### src/rtl/mem_access_unit_if.sv
// Bundles the core request, memory command and response channels of mem_access_unit.
// master = the access unit itself, slave = the core/memory environment around it.
interface mem_access_unit_if #(
  parameter int ADDR_WIDTH = 32
);
  logic                  req_valid;
  logic                  req_ready;
  logic                  req_we;
  logic [1:0]            req_size;
  logic [ADDR_WIDTH-1:0] req_addr;
  logic [31:0]           req_wdata;

  logic                  mem_valid;
  logic                  mem_ready;
  logic                  mem_we;
  logic [ADDR_WIDTH-1:0] mem_addr;
  logic [3:0]            mem_wstrb;
  logic [31:0]           mem_wdata;
  logic                  mem_rvalid;
  logic [31:0]           mem_rdata;

  logic                  rsp_valid;
  logic                  rsp_ready;
  logic                  rsp_we;
  logic                  rsp_err;
  logic [1:0]            rsp_size;
  logic [1:0]            rsp_offset;
  logic [31:0]           rsp_data;

  modport master (
    input  req_valid, req_we, req_size, req_addr, req_wdata,
    output req_ready,
    output mem_valid, mem_we, mem_addr, mem_wstrb, mem_wdata,
    input  mem_ready, mem_rvalid, mem_rdata,
    output rsp_valid, rsp_we, rsp_err, rsp_size, rsp_offset, rsp_data,
    input  rsp_ready
  );

  modport slave (
    output req_valid, req_we, req_size, req_addr, req_wdata,
    input  req_ready,
    input  mem_valid, mem_we, mem_addr, mem_wstrb, mem_wdata,
    output mem_ready, mem_rvalid, mem_rdata,
    input  rsp_valid, rsp_we, rsp_err, rsp_size, rsp_offset, rsp_data,
    output rsp_ready
  );
endinterface

### src/rtl/mem_access_unit.sv
// Load/store access unit: checks a core request, issues a single memory command
// and holds the raw (unaligned) response until the consumer accepts it.
module mem_access_unit #(
  parameter int ADDR_WIDTH = 32,
  parameter int RSP_BUF    = 1
) (
  input  logic              clk,
  input  logic              rst_n,
  mem_access_unit_if.master io_bus
);

  typedef enum logic [1:0] {
    S_IDLE   = 2'd0,
    S_ISSUE  = 2'd1,
    S_WAIT_R = 2'd2,
    S_RESP   = 2'd3
  } state_t;

  function automatic logic f_is_err(input logic [1:0] size, input logic [1:0] off);
    logic err;
    case (size)
      2'b00:   err = 1'b0;
      2'b01:   err = off[0];
      2'b10:   err = (off != 2'b00);
      default: err = 1'b1;
    endcase
    return err;
  endfunction

  function automatic logic [3:0] f_wstrb(input logic we, input logic [1:0] size,
                                         input logic [1:0] off);
    logic [3:0] strb;
    if (!we) begin
      strb = 4'b0000;
    end else begin
      case (size)
        2'b00:   strb = 4'b0001 << off;
        2'b01:   strb = 4'b0011 << off;
        2'b10:   strb = 4'b1111;
        default: strb = 4'b0000;
      endcase
    end
    return strb;
  endfunction

  function automatic logic [31:0] f_wdata(input logic [1:0] size, input logic [31:0] wdata);
    logic [31:0] lanes;
    case (size)
      2'b00:   lanes = {4{wdata[7:0]}};
      2'b01:   lanes = {2{wdata[15:0]}};
      default: lanes = wdata;
    endcase
    return lanes;
  endfunction

  state_t                r_state;
  state_t                w_next;
  logic                  w_req_ready;
  logic                  w_mem_valid;
  logic                  w_rsp_valid;
  logic                  w_accept;
  logic                  w_err;

  logic                  r_mem_we;
  logic [ADDR_WIDTH-1:0] r_mem_addr;
  logic [3:0]            r_mem_wstrb;
  logic [31:0]           r_mem_wdata;
  logic                  r_rsp_we;
  logic                  r_rsp_err;
  logic [1:0]            r_rsp_size;
  logic [1:0]            r_rsp_offset;
  logic [31:0]           r_rsp_data;

  assign w_accept = io_bus.req_valid & w_req_ready;
  assign w_err    = f_is_err(io_bus.req_size, io_bus.req_addr[1:0]);

  // State register
  always_ff @(posedge clk or negedge rst_n) begin
    if (!rst_n) begin
      r_state <= S_IDLE;
    end else begin
      r_state <= w_next;
    end
  end

  // Next-state logic; read data in the mem_ready cycle is never sampled because WAIT_R is not yet entered
  always_comb begin
    w_next = r_state;
    case (r_state)
      S_IDLE: begin
        if (w_accept) begin
          w_next = w_err ? S_RESP : S_ISSUE;
        end else begin
          w_next = S_IDLE;
        end
      end
      S_ISSUE: begin
        if (io_bus.mem_ready) begin
          w_next = r_mem_we ? S_RESP : S_WAIT_R;
        end else begin
          w_next = S_ISSUE;
        end
      end
      S_WAIT_R: begin
        if (io_bus.mem_rvalid) begin
          w_next = S_RESP;
        end else begin
          w_next = S_WAIT_R;
        end
      end
      S_RESP: begin
        if (io_bus.rsp_ready) begin
          w_next = S_IDLE;
        end else begin
          w_next = S_RESP;
        end
      end
      default: w_next = S_IDLE;
    endcase
  end

  // Handshake outputs decoded from the state register
  always_comb begin
    w_req_ready = 1'b0;
    w_mem_valid = 1'b0;
    w_rsp_valid = 1'b0;
    case (r_state)
      S_IDLE:  w_req_ready = 1'b1;
      S_ISSUE: w_mem_valid = 1'b1;
      S_RESP:  w_rsp_valid = (RSP_BUF != 0);
      default: w_req_ready = 1'b0;
    endcase
  end

  // Command/response fields: captured once at accept and held, so they stay stable while stalled
  always_ff @(posedge clk or negedge rst_n) begin
    if (!rst_n) begin
      r_mem_we     <= 1'b0;
      r_mem_addr   <= '0;
      r_mem_wstrb  <= 4'b0000;
      r_mem_wdata  <= 32'h0000_0000;
      r_rsp_we     <= 1'b0;
      r_rsp_err    <= 1'b0;
      r_rsp_size   <= 2'b00;
      r_rsp_offset <= 2'b00;
      r_rsp_data   <= 32'h0000_0000;
    end else if (w_accept) begin
      r_mem_we     <= io_bus.req_we;
      r_mem_addr   <= {io_bus.req_addr[ADDR_WIDTH-1:2], 2'b00};
      r_mem_wstrb  <= f_wstrb(io_bus.req_we, io_bus.req_size, io_bus.req_addr[1:0]);
      r_mem_wdata  <= f_wdata(io_bus.req_size, io_bus.req_wdata);
      r_rsp_we     <= io_bus.req_we;
      r_rsp_err    <= w_err;
      r_rsp_size   <= io_bus.req_size;
      r_rsp_offset <= io_bus.req_addr[1:0];
      r_rsp_data   <= 32'h0000_0000;
    end else if ((r_state == S_WAIT_R) && io_bus.mem_rvalid) begin
      r_rsp_data   <= io_bus.mem_rdata;
    end
  end

  assign io_bus.req_ready  = w_req_ready;
  assign io_bus.mem_valid  = w_mem_valid;
  assign io_bus.mem_we     = r_mem_we;
  assign io_bus.mem_addr   = r_mem_addr;
  assign io_bus.mem_wstrb  = r_mem_wstrb;
  assign io_bus.mem_wdata  = r_mem_wdata;
  assign io_bus.rsp_valid  = w_rsp_valid;
  assign io_bus.rsp_we     = r_rsp_we;
  assign io_bus.rsp_err    = r_rsp_err;
  assign io_bus.rsp_size   = r_rsp_size;
  assign io_bus.rsp_offset = r_rsp_offset;
  assign io_bus.rsp_data   = r_rsp_data;

endmodule

### src/flat_wrapper.sv
// flat-port wrapper written by rule: the top's interface ports become plain ports
module mem_access_unit_flat 
#(
  parameter int ADDR_WIDTH = 32,
  parameter int RSP_BUF    = 1
)
  (clk, rst_n, io_bus_req_valid, io_bus_req_we, io_bus_req_size, io_bus_req_addr, io_bus_req_wdata, io_bus_req_ready, io_bus_mem_valid, io_bus_mem_we, io_bus_mem_addr, io_bus_mem_wstrb, io_bus_mem_wdata, io_bus_mem_ready, io_bus_mem_rvalid, io_bus_mem_rdata, io_bus_rsp_valid, io_bus_rsp_we, io_bus_rsp_err, io_bus_rsp_size, io_bus_rsp_offset, io_bus_rsp_data, io_bus_rsp_ready);
  mem_access_unit_if #(.ADDR_WIDTH(ADDR_WIDTH)) io_bus_i ();
  input  logic clk;
  input  logic rst_n;
  input wire logic [$bits(io_bus_i.req_valid)-1:0] io_bus_req_valid;
  input wire logic [$bits(io_bus_i.req_we)-1:0] io_bus_req_we;
  input wire logic [$bits(io_bus_i.req_size)-1:0] io_bus_req_size;
  input wire logic [$bits(io_bus_i.req_addr)-1:0] io_bus_req_addr;
  input wire logic [$bits(io_bus_i.req_wdata)-1:0] io_bus_req_wdata;
  output wire logic [$bits(io_bus_i.req_ready)-1:0] io_bus_req_ready;
  output wire logic [$bits(io_bus_i.mem_valid)-1:0] io_bus_mem_valid;
  output wire logic [$bits(io_bus_i.mem_we)-1:0] io_bus_mem_we;
  output wire logic [$bits(io_bus_i.mem_addr)-1:0] io_bus_mem_addr;
  output wire logic [$bits(io_bus_i.mem_wstrb)-1:0] io_bus_mem_wstrb;
  output wire logic [$bits(io_bus_i.mem_wdata)-1:0] io_bus_mem_wdata;
  input wire logic [$bits(io_bus_i.mem_ready)-1:0] io_bus_mem_ready;
  input wire logic [$bits(io_bus_i.mem_rvalid)-1:0] io_bus_mem_rvalid;
  input wire logic [$bits(io_bus_i.mem_rdata)-1:0] io_bus_mem_rdata;
  output wire logic [$bits(io_bus_i.rsp_valid)-1:0] io_bus_rsp_valid;
  output wire logic [$bits(io_bus_i.rsp_we)-1:0] io_bus_rsp_we;
  output wire logic [$bits(io_bus_i.rsp_err)-1:0] io_bus_rsp_err;
  output wire logic [$bits(io_bus_i.rsp_size)-1:0] io_bus_rsp_size;
  output wire logic [$bits(io_bus_i.rsp_offset)-1:0] io_bus_rsp_offset;
  output wire logic [$bits(io_bus_i.rsp_data)-1:0] io_bus_rsp_data;
  input wire logic [$bits(io_bus_i.rsp_ready)-1:0] io_bus_rsp_ready;
  assign io_bus_i.req_valid = io_bus_req_valid;
  assign io_bus_i.req_we = io_bus_req_we;
  assign io_bus_i.req_size = io_bus_req_size;
  assign io_bus_i.req_addr = io_bus_req_addr;
  assign io_bus_i.req_wdata = io_bus_req_wdata;
  assign io_bus_req_ready = io_bus_i.req_ready;
  assign io_bus_mem_valid = io_bus_i.mem_valid;
  assign io_bus_mem_we = io_bus_i.mem_we;
  assign io_bus_mem_addr = io_bus_i.mem_addr;
  assign io_bus_mem_wstrb = io_bus_i.mem_wstrb;
  assign io_bus_mem_wdata = io_bus_i.mem_wdata;
  assign io_bus_i.mem_ready = io_bus_mem_ready;
  assign io_bus_i.mem_rvalid = io_bus_mem_rvalid;
  assign io_bus_i.mem_rdata = io_bus_mem_rdata;
  assign io_bus_rsp_valid = io_bus_i.rsp_valid;
  assign io_bus_rsp_we = io_bus_i.rsp_we;
  assign io_bus_rsp_err = io_bus_i.rsp_err;
  assign io_bus_rsp_size = io_bus_i.rsp_size;
  assign io_bus_rsp_offset = io_bus_i.rsp_offset;
  assign io_bus_rsp_data = io_bus_i.rsp_data;
  assign io_bus_i.rsp_ready = io_bus_rsp_ready;
  mem_access_unit #(.ADDR_WIDTH(ADDR_WIDTH), .RSP_BUF(RSP_BUF)) u_core (.clk(clk), .rst_n(rst_n), .io_bus(io_bus_i));
endmodule
### config.mk
export PLATFORM = sky130hd
export DESIGN_NAME = mem_access_unit_flat
export DESIGN_NICKNAME = d
export VERILOG_FILES = /design/src/rtl/mem_access_unit_if.sv /design/src/rtl/mem_access_unit.sv /design/src/flat_wrapper.sv
export SDC_FILE = /design/constraint.sdc
export NUM_CORES = 1
export LEC_CHECK = 0
export ABC_CLOCK_PERIOD_IN_PS = 4000
export CAP_MARGIN = 20
export CORE_MARGIN = 2
export CORE_UTILIZATION = 44
export DETAILED_ROUTE_END_ITERATION = 10
export HOLD_SLACK_MARGIN = 0.05
export PLACE_DENSITY = 0.9
export SYNTH_ARGS = -nofsm -noshare
export SYNTH_HDL_FRONTEND = slang
export SYNTH_SLANG_ARGS = --single-unit
### constraint.sdc
create_clock -name clk -period 4 [get_ports clk]
set_input_delay 0.8 -clock clk [delete_from_list [all_inputs] [get_ports clk]]
set_output_delay 0.8 -clock clk [all_outputs]
set_load 0.02 [all_outputs]
## Word-level counts from Yosys, hierarchy flattened

Index checks and enable logic that the tools add are counted.

| cells by class | value |
|---|---|
| add/sub/neg operators | 0 |
| multiply operators | 0 |
| div/mod/pow operators | 0 |
| $lt $le $gt $ge | 0 |
| equal/unequal tests | 5 |
| shifts and indexed selects | 2 |
| mux-type cells | 16 |
| bitwise operators | 1 |
| reduce and logical (&&, ||, !) cells | 5 |

Operator list:

| cell | number |
|---|---|
| 2-to-1 mux 32 bit | 2 |
| one-hot mux 32 bit (2 select lines) | 1 |
| one-hot mux 4 bit (3 select lines) | 1 |
| 2-to-1 mux 2 bit | 4 |
| one-hot mux 2 bit (4 select lines) | 1 |
| == test 2 bit, second input constant | 3 |
| 2-to-1 mux 1 bit | 5 |
| == test 2 x 1 -> 1 bit, second input constant | 2 |
| zero test 2 bit | 2 |
| 2-to-1 mux 4 bit | 1 |
| nonzero test 2 bit | 2 |
| left shift 1 x 2 -> 4 bit, first input constant | 1 |
| left shift 2 x 2 -> 4 bit, first input constant | 1 |
| one-hot mux 1 bit (3 select lines) | 1 |
| AND 1 bit | 1 |
| logical AND 1 bit | 1 |

| word-level totals | value |
|---|---|
| register bits after elaboration | 106 |
| latch bits | 0 |
| RAM bits | 0 |
| memory bits (read-only) | 0 |
| input bits | 105 |
| output and inout port bits | 110 |
| logic and storage cells | 38 |
| memories | 0 |

## Logic depth before layout (Yosys ltp)

| depth | value |
|---|---|
| depth after elaboration | 5 |
| gate-level depth with buffers | 7 |
| depth with buffers taken out | 3 |

## Worst setup path after synthesis

OpenSTA, ideal clock, no wires.

| timing path | value |
|---|---|
| kind | input to register |
| start | in io_bus_req_size[1] |
| end | reg u_core.r_mem_wdata[25] (netlist: u_core.io_bus.mem_wdata[25]) |
| setup time | 0.130 ns |
| arrival | 1.618 ns |
| path slack | 2.251 ns |
| stages | 4 |
| buffers on the path | 2 |
| cell sequence | buf_2 > clkbuf_1 > a222oi_1 > a21oi_1 |

| on the way | value |
|---|---|
| longest elaborated chain between the ends | 2 |
| elaborated cells on any way between the ends | 3 |
| classes of those cells | 1 x eq/ne; 1 x mux; 1 x reduce/logical |

RTL lines:

| what | line | text |
|---|---|---|
| start: declaration | flat_wrapper.sv:13 | `input wire logic [$bits(io_bus_i.req_size)-1:0] io_bus_req_size;` |
| == test 2 x 1 -> 1 bit / zero test 2 bit (equally long branches) | mem_access_unit.sv:48 | `case (size)` |
| one-hot mux 32 bit (2 select lines) * | mem_access_unit.sv:48 |  |
| end signal: assignment | mem_access_unit.sv:151 | `r_mem_wdata <= f_wdata(io_bus.req_size, io_bus.req_wdata);` |
| end: declaration | mem_access_unit.sv:67 | `logic [31:0] r_mem_wdata;` |

Every way passes the cells marked *; elsewhere a longest branch is shown, timed or not.
A chain may end at the register's enable or synchronous reset.

## Worst setup path after layout

| timing path | value |
|---|---|
| start | reg u_core.r_state[0] |
| end | out io_bus_mem_valid |

| on the way | value |
|---|---|
| longest elaborated chain between the ends | 2 |

RTL lines:

| what | line | text |
|---|---|---|
| start: declaration | mem_access_unit.sv:56 | `state_t r_state;` |
| start signal: assignment | mem_access_unit.sv:82 | `r_state <= w_next;` |
| == test 2 x 1 -> 1 bit | mem_access_unit.sv:127 | `case (r_state)` |
| 2-to-1 mux 1 bit | mem_access_unit.sv:127 |  |
| end: declaration | flat_wrapper.sv:17 | `output wire logic [$bits(io_bus_i.mem_valid)-1:0] io_bus_mem_valid;` |

Every way passes these cells.

==> impl_results.md <==
- Cell taking the most area after synthesis: dfrtp_1
- Fillers: 732
- Root Buffer: clkbuf_8
- Post-Layout Cell Count: between 700 and 800
- Worst Tran Pin Value: slightly below 1 ns
- Run status: finished clean
- Congestion Overflow GR: 0
- First-pass iteration count of the detailed router: 6
- Clk slew on worst S/H paths: 0.09 ns
- Largest stage delay, worst path: roughly 0.64 ns
- Syn Inst Count: roughly 450
- Min-Delay Path Class: reg -> reg
- Arrival time of the worst setup path: 1.76 ns
- Seq pwr share: 0.364
- Initial antenna violation count: 0
- DR iter-0 viols: between 200 and 250
- Final setup margin: between 1 and 1.5 ns
- Syn Area/Cell: approximately 9.8 um^2
- FF+latch area: ~0.0027 mm^2
- Worst path bufs/invs: 1
- Worst-Skew Late Latency: around 0.36 ns
- Synth top area share: 0.601
- GRT Util Overall: 0.229
- Slew headroom: 0.351
- RSZ-0062 raised after global routing: false
- CP endpoint kind: output port
- I/O Buffers: between 200 and 250
- P_sw: 2040 uW
- Critical path's top delay family: buffers and inverters
- Commonest non-fill, non-tap cell in the layout: clkdlybuf4s50_1
- Slowest cell on the critical path: clkdlybuf4s50_1
- Detailed placer's ending HPWL: between 8000 and 9000 um
- Final ANT Viol Nets: 0
- CTS tree: done
- # setup viols final: 0
- Internal cell power: ~3100 uW
- Area taken by multi-input logic gates: roughly 0.0016 mm^2
- # diodes: 0
- Required time of the critical path: 3.20 ns
- Final Skew: between 0.009 and 0.01 ns
- Max-slew violations: 0
- Worst path cell trace: nor2b_1, clkdlybuf4s50_1
- Seq/Total Area, Yosys: 0.601
- CP Max Fanout: 11
- Routability cong.: between 0.8 and 0.9
- Post-synthesis instance area: around 0.0044 mm^2
- Clock sink count: about 110
- FMAX: approximately 400 MHz
- Sw Ratio: 0.399
- Vias per cell: 4.99
- Peak supply drop: between 0.4 and 0.5 mV
- Clock power share: 0.126
- Most frequent cells in the layout: clkdlybuf4s50_1, nand2_1, dfrtp_1
- Fin crit share: 0.641
- DRC viols: 0
- Final #Nets: between 700 and 800
- Postcts setup bufs: 0
- Comb power frac: 0.511
- Crit path time final: between 2 and 3 ns
- Max cap viols: 0
- Hold_buf cts: 0
- Cell count after placement: between 700 and 800
- Yosys warns: 0
- Wirelength, routed: 12100 um
- Setup Crit Path Kind: reg -> out
- Total CTS buffers: 9
- Core area: just under 0.01 mm^2
- Largest net degree at the start of global routing: 90
- Static leakage: around 0.0031 uW
- H-Tree Depth: 3
- First-pass GRT wire length: ~20000 um
- Pre-CTS setup slack: between 1 and 1.5 ns
- Final setup TNS: 0 ns
- Critical path launch point type: flop
- Die ar.: about 0.011 mm^2
- Hold Fails Final Rpt: 0
- Main area contributors after synthesis: dfrtp_1, nand2_1, mux2i_1
- Width of the die: between 100 and 150 um
- Power per cell area: roughly 760 mW/mm^2
- CTS max path bufs: 2
- Synthesized flop and latch total: approximately 110
- Row count: 36
- P&R area growth vs syn: 53.0%
- Initial Utilization: 0.451
- IO Count: about 220
- DR vias: a little under 4000
- Die span in y: approximately 100 um
- Post-DR wirelength/cell: approximately 15 um
- Post_cts resized: 0
- Synth unique cells: 31
- Number of global-route vias before repair: around 4000
- Share of cells above drive strength 1: 0.0476
worst min-delay path: stages, from the launching register on:
cell and delay, ns:
dfrtp_1 0.35, nand2_1 0.05, nand2_1 0.05
metrics by stage:
step | hold slack (ns) | total power [uW] | area [um^2] | util
final | 0.482 | 5130 | 6750 | 0.690
after global routing | 0.508 | 5440 | 6750 | 0.690
after CTS | 0.486 | 5180 | 6750 | 0.690
after detailed placement | 0.461 | 4520 | 6560 | 0.671
after global placement | 0.457 | 4430 | 6560 | 0.671
after floorplan | 0.504 | 3200 | 4420 | -
Yosys cell counts, drive strengths merged:
library cell  instances
nor3b                 1
or3b                  1
mux2                  4
nand2               188
a22o                 16
dfrtp               106
nand3b                1
clkbuf                7
and2                  1
o21ai                25
o21ba                 1
a221o                 1
nor3                  3
nand3                 1
buf                  26
o21a                  1
conb                  1
nor2b                 3
mux2i                20
o211ai                1
and3b                 2
a21oi                21
a222oi                4
nor2                 11
a21o                  1
o22ai                 1
state kept, by name, summed over array words and instances, names as in the netlist:
signal / count
u_core.io_bus.mem_addr: 30
u_core.io_bus.rsp_we: 1
u_core.io_bus.rsp_data: 32
u_core.io_bus.rsp_size: 2
u_core.r_state: 2
u_core.io_bus.mem_wstrb: 4
u_core.io_bus.rsp_offset: 2
u_core.io_bus.rsp_err: 1
u_core.io_bus.mem_wdata: 32
cell families (layout without fill, tap and decap cells):
family          count (synthesis)  in the layout  share of synthesized area
simple gates                  212            212                      0.194
other cells                     1              2                   0.000850
flops                         106            106                      0.601
mux                            24             24                     0.0556
compound gates                 72             72                      0.104
buf+inv                        33            235                     0.0440
path summary, 6_finish.rpt:
check	cells past startpoint	from	slack, ns	end
worst max-delay path	2	u_core.r_state[0]	1.44	io_bus_mem_valid
min in group asynchronous	1	rst_n	0.58	u_core.io_bus.rsp_data[7]
worst min register to register	2	u_core.io_bus.rsp_size[1]	0.48	u_core.io_bus.rsp_size[1]
worst min-delay path	2	u_core.io_bus.rsp_size[1]	0.48	u_core.io_bus.rsp_size[1]
max in group asynchronous	2	rst_n	2.44	u_core.io_bus.mem_wdata[13]
worst max register to register	3	u_core.r_state[1]	2.11	u_core.r_state[1]
layout make-up:
cell class	count	share of cell area
clock inverter	5	0.00816
sequential	106	0.393
timing repair buffer	219	0.322
clock buffer	11	0.0195
multi-input combinational	310	0.233
tap	133	0.0247
power by group through the flow:
stage,clock (uW),sequential (uW),combinational [uW]
3_3_place_gp,0,1860,2570
2_1_floorplan,0,2430,777
6_report,644,1870,2620
4_1_cts,657,1870,2650
5_1_grt,694,1920,2820
3_5_place_dp,0,1880,2640
routing by layer:
layer  GRT usage  up-vias  wire length, um
met1       0.283     1871             4990
met3      0.0470       24              714
met5           0        -                0
met2       0.396      163             6120
met4      0.0849        0              244
li1            -     1855                -
No activity file was read; power rests on OpenSTA's default activity.
